===== config.mk =====
export PLATFORM = sky130hd
export DESIGN_NAME = jtframe_db15_tx
export DESIGN_NICKNAME = d
export VERILOG_FILES = /design/src/rtl/jtframe_db15_pkg.sv /design/src/rtl/jtframe_sync2.sv /design/src/rtl/jtframe_db15_tx.sv
export SDC_FILE = /design/constraint.sdc
export NUM_CORES = 1
export LEC_CHECK = 0
export CORE_ASPECT_RATIO = 2
export CORE_MARGIN = 5
export CORE_UTILIZATION = 56
export CTS_BUF_LIST = sky130_fd_sc_hd__clkbuf_16
export DETAILED_ROUTE_END_ITERATION = 12
export GPL_TIMING_DRIVEN = 0
export PLACE_DENSITY = 0.84
export SYNTH_ARGS = -nofsm -noshare
export SYNTH_HDL_FRONTEND = slang
export SYNTH_SLANG_ARGS = --single-unit

===== constraint.sdc =====
create_clock -name clk -period 2.8 [get_ports clk]
set_clock_uncertainty 0.05 [all_clocks]
set_input_delay 0.56 -clock clk [delete_from_list [all_inputs] [get_ports clk]]
set_output_delay 0.56 -clock clk [all_outputs]
set_load 0.01 [all_outputs]

===== src/rtl/jtframe_db15_pkg.sv =====
// Shared types and sizing helpers for the DB15 joystick serial responder.
package jtframe_db15_pkg;

    typedef enum logic [1:0] {
        ST_IDLE,
        ST_LOAD,
        ST_SHIFT,
        ST_DONE
    } state_t;

    localparam int DEF_PLAYER_W  = 12;
    localparam int DEF_FRAME_LEN = 2 * DEF_PLAYER_W;

    function automatic int frame_len(input int player_w);
        return 2 * player_w;
    endfunction

    // Counter must hold the full frame length, not just length-1.
    function automatic int cnt_width(input int player_w);
        return $clog2(2 * player_w + 1);
    endfunction

endpackage


===== src/rtl/jtframe_sync2.sv =====
// Two-flop synchroniser for one asynchronous level, with selectable reset value.
module jtframe_sync2 #(
    parameter bit RST_VAL = 1'b0
) (
    input  logic clk,
    input  logic rst_n,
    input  logic din,
    output logic dout
);

    logic meta_reg;
    logic sync_reg;

    always_ff @(posedge clk or negedge rst_n) begin
        if (!rst_n) begin
            meta_reg <= RST_VAL;
            sync_reg <= RST_VAL;
        end else begin
            meta_reg <= din;
            sync_reg <= meta_reg;
        end
    end

    assign dout = sync_reg;

endmodule


===== src/rtl/jtframe_db15_tx.sv =====
// DB15 adapter emulation: parallel-load both player words on joy_load low,
// then shift them out LSB first on each rising edge of joy_clk.
module jtframe_db15_tx
    import jtframe_db15_pkg::*;
#(
    parameter int PLAYER_W   = DEF_PLAYER_W,
    parameter bit ACTIVE_LOW = 1'b1,
    parameter bit IDLE_LEVEL = 1'b1
) (
    input  logic                clk,
    input  logic                rst_n,
    input  logic                joy_clk,
    input  logic                joy_load,
    output logic                joy_data,
    input  logic [PLAYER_W-1:0] joystick1,
    input  logic [PLAYER_W-1:0] joystick2,
    output logic                frame_done,
    output logic                overrun
);

    localparam int FRAME_W = frame_len(PLAYER_W);
    localparam int CNT_W   = cnt_width(PLAYER_W);
    localparam logic [CNT_W-1:0] CNT_FULL = CNT_W'(FRAME_W);
    localparam logic [CNT_W-1:0] CNT_ONE  = CNT_W'(1);

    logic               clk_sync;
    logic               load_sync;
    logic               clk_hist_reg;
    logic               clk_rise;
    logic               load_act;
    logic [FRAME_W-1:0] frame_vec;

    state_t             state_reg, state_next;
    logic [FRAME_W-1:0] sr_reg, sr_next;
    logic [CNT_W-1:0]   cnt_reg, cnt_next;
    logic               done_reg, done_next;
    logic               ovr_reg, ovr_next;

    // Reset values match the idle link levels so reset never looks like a load or edge.
    jtframe_sync2 #(.RST_VAL(1'b0)) u_sync_clk (
        .clk   (clk),
        .rst_n (rst_n),
        .din   (joy_clk),
        .dout  (clk_sync)
    );

    jtframe_sync2 #(.RST_VAL(1'b1)) u_sync_load (
        .clk   (clk),
        .rst_n (rst_n),
        .din   (joy_load),
        .dout  (load_sync)
    );

    assign clk_rise  = clk_sync & ~clk_hist_reg;
    assign load_act  = ~load_sync;
    assign frame_vec = {joystick2, joystick1} ^ {FRAME_W{ACTIVE_LOW}};

    always_ff @(posedge clk or negedge rst_n) begin
        if (!rst_n) begin
            clk_hist_reg <= 1'b0;
            state_reg    <= ST_IDLE;
            sr_reg       <= {FRAME_W{IDLE_LEVEL}};
            cnt_reg      <= '0;
            done_reg     <= 1'b0;
            ovr_reg      <= 1'b0;
        end else begin
            clk_hist_reg <= clk_sync;
            state_reg    <= state_next;
            sr_reg       <= sr_next;
            cnt_reg      <= cnt_next;
            done_reg     <= done_next;
            ovr_reg      <= ovr_next;
        end
    end

    // A load wins over everything, including a clock edge in the same cycle.
    always_comb begin
        state_next = state_reg;
        sr_next    = sr_reg;
        cnt_next   = cnt_reg;
        done_next  = 1'b0;
        ovr_next   = ovr_reg;
        if (load_act) begin
            state_next = ST_LOAD;
            sr_next    = frame_vec;
            cnt_next   = CNT_FULL;
            ovr_next   = 1'b0;
        end else begin
            case (state_reg)
                ST_IDLE: state_next = ST_IDLE;
                ST_LOAD: state_next = ST_SHIFT;
                ST_SHIFT: begin
                    if (clk_rise) begin
                        sr_next  = {IDLE_LEVEL, sr_reg[FRAME_W-1:1]};
                        cnt_next = cnt_reg - CNT_ONE;
                        if (cnt_reg == CNT_ONE) begin
                            done_next  = 1'b1;
                            state_next = ST_DONE;
                        end
                    end
                end
                ST_DONE: begin
                    if (clk_rise) ovr_next = 1'b1;
                end
                default: state_next = ST_IDLE;
            endcase
        end
    end

    always_comb begin
        joy_data = IDLE_LEVEL;
        if (state_reg == ST_LOAD || state_reg == ST_SHIFT) joy_data = sr_reg[0];
    end

    assign frame_done = done_reg;
    assign overrun    = ovr_reg;

endmodule


==> results.cfg <==
[critical_path]
cp_cell_sequence = inv_1 -> ha_1 -> nand2b_1 -> clkdlybuf4s50_1
worstSetupEndpointType = output port
max_stage_delay_ps = 530
path_buf_inv = 2
critPathKind = reg2out
crit_family = buffers and inverters
required_ps = 2190
slowest_stage = clkdlybuf4s50_1
worstPathArrival_ps = 1700
path_max_fanout = 5
critPathLaunchType = flip-flop

[power_and_ir_drop]
p_clk_frac = 0.393
p_int_mw = 1.20
swShare = 0.225
power.leakage_nw = 1.12
ir_drop_uv = 795
p_switching_uw = 349
power_frac_seq = 0.447
powerDensity_nw_per_um2 = 670
combPwrFrac = 0.160

[logic_synthesis]
ys_top_cells_by_count = 48 x mux2i_1, 26 x dfstp_2, 12 x dfrtp_1
netlist_top_cells_area = dfstp_2 38%, mux2i_1 26%, dfrtp_1 17%, ha_1 4.1%, buf_6 1.2%
synth-main-ff-cell = dfstp_2
synth-edff-count = 0
ys_seq_elements = 38
synth_top_cell_area_share = 0.377
yosysSeqAreaShare = 0.542
synth.distinct_cells = 27
syn_nets = 169
yosys.area.top_type = dfstp_2
syn_area_sq_um = 1810
postSynthAreaPerCell_sq_um = 13.4
yosysMostFrequentCell = mux2i_1
yosys_warnings = 0
async_flop_share = 1.00
syn_inst = 135

[cts]
cts_tree = yes
htreeDepth = 2
clockRootBuffer = clkbuf_16
ctsResizeCount = 0
cts_buffer_depth = 2
cts_setup_buffers = 0
clock_latency_ps = 270
cts_made_buffers = 5
clk_pin_slew_ps = 50
cts_hold_buf = 0
clock_sinks = 38

[sta]
relSlewSlack = 0.471
grt_setup_unrepaired = false
tightest_slew_ps = 794
slew_violations = 0
setup_ws_ps = 485
finalSetupViolCount = 0
fmax_mhz = 432
fin_setup_tns_ps = 0
hold_viol_final = 0
finalCritPeriodShare = 0.827
fin_crit_ps = 2310

[detailed_routing]
drt_iter0_drc = 7
vias_per_cell = 5.59
firstDrtPassIters = 3
num_vias = 1141
wire_per_inst_um = 15.5
drc_errors = 0
wl_um = 3170
postRouteAntennaNets = 0

[final_layout]
finish.net_count = 206
diodes = 0
area_delta_synth_final_pct = 27.4
largest_reg_flops = 24
drive_above_1_share = 0.243
fin_area_sq_um = 2310

[floorplanning]
dieArea_sq_um = 4550
dieHeight_um = 90.5
rows = 29
core_sq_um = 3160
start_util = 0.575
die_w_um = 50.2
io_pins = 31

[job]
max-cap-violations = 0

[grt]
grt_max_degree = 39
grt_pass1_wl_um = 5710
grt_usage = 0.161
antenna_found_initial = 0
grt_pass1_vias = 1302
overflow = 0

[placement]
place_congestion = 0.746
place_ws_ps = 766
portBuffers = 30
place_area_sq_um = 2150
hpwl_um = 2400

[outcome]
status = completed

[hold_path]
hp-class = reg2reg
worst paths after layout:
| path | from | to | slack, ps | cells after the start |
|---|---|---|---|---|
| worst max-delay path | state_reg[0]$_DFFE_PN0P_ | joy_data | 490 | 4 |
| worst min-delay path | u_sync_clk.meta_reg$_DFF_PN0_ | u_sync_clk.dout$_DFF_PN0_ | 300 | 0 |
| worst max register to register | state_reg[0]$_DFFE_PN0P_ | sr_reg[3]$_DFFE_PN1P_ | 1140 | 7 |
| worst min register to register | u_sync_clk.meta_reg$_DFF_PN0_ | u_sync_clk.dout$_DFF_PN0_ | 300 | 0 |
| max in group asynchronous | rst_n | cnt_reg[1]$_DFFE_PN0P_ | 1880 | 1 |
| min in group asynchronous | rst_n | cnt_reg[0]$_DFFE_PN0P_ | 330 | 1 |
power by group through the flow:
stage / logic (mW) / registers, mW / clock network, mW
final: 0.248 / 0.692 / 0.609
after global routing: 0.279 / 0.703 / 0.652
after CTS: 0.253 / 0.693 / 0.622
after detailed placement: 0.252 / 0.701 / 0
after global placement: 0.241 / 0.696 / 0
after floorplan: 0.160 / 0.686 / 0
cells in the final DEF (no fill, tap or decap):
cell	synthesis	routed
dfstp_2	26	26
buf_6	2	2
o21ai_0	3	3
and2_1	1	1
nand2_1	5	5
clkbuf_16	0	5
clkbuf_1	1	1
ha_1	6	6
a2bb2oi_1	1	1
and3_1	2	2
a21oi_1	4	4
inv_1	4	6
buf_12	1	1
nand3b_1	2	2
buf_2	3	4
nor2_1	2	2
bufinv_16	0	1
nor3_1	2	2
clkdlybuf4s50_1	0	29
and3b_2	1	1
or2_2	1	1
xnor2_1	1	1
nor2b_1	2	2
nand2b_1	1	1
dfrtp_1	12	12
nand4b_1	1	1
mux2i_1	48	48
nor4b_2	1	1
a21boi_0	1	1
o211a_1	1	1
layout make-up:
type,count,area (sq um)
multi-input cells,86,754
inverters,4,15.0
fillers,223,846
repair buffers,30,295
plain buffers,7,61.3
well taps,31,38.8
flip-flops and latches,38,983
clock inverters,3,37.5
clock buffers,5,125
per-layer routing:
| metal | global-route usage | wire length, um | vias up |
|---|---|---|---|
| met4 | 0.0656 | 80 | 0 |
| met2 | 0.288 | 1780 | 29 |
| li1 | - | - | 550 |
| met1 | 0.169 | 1150 | 553 |
| met3 | 0.0397 | 162 | 9 |
| met5 | 0 | 0 | - |
metrics by stage:
stage          std cells  utilization  hold slack [ps]  power, mW
2_1_floorplan        135            -              214      0.846
3_3_place_gp         196        0.682              282      0.937
3_5_place_dp         196        0.681              293      0.953
5_1_grt              204        0.732              313       1.63
6_report             204        0.732              304       1.55
4_1_cts              204        0.732              305       1.57
logic make-up after synthesis:
family,synth area share
buffers and inverters,0.0421
adder cells (fa/ha/maj),0.0414
multiplexers,0.265
AND/OR/NAND/NOR,0.0710
XOR/XNOR,0.00483
flip-flops,0.542
AO/OA/AOI/OAI,0.0338
(Power assumes the default switching activity.)
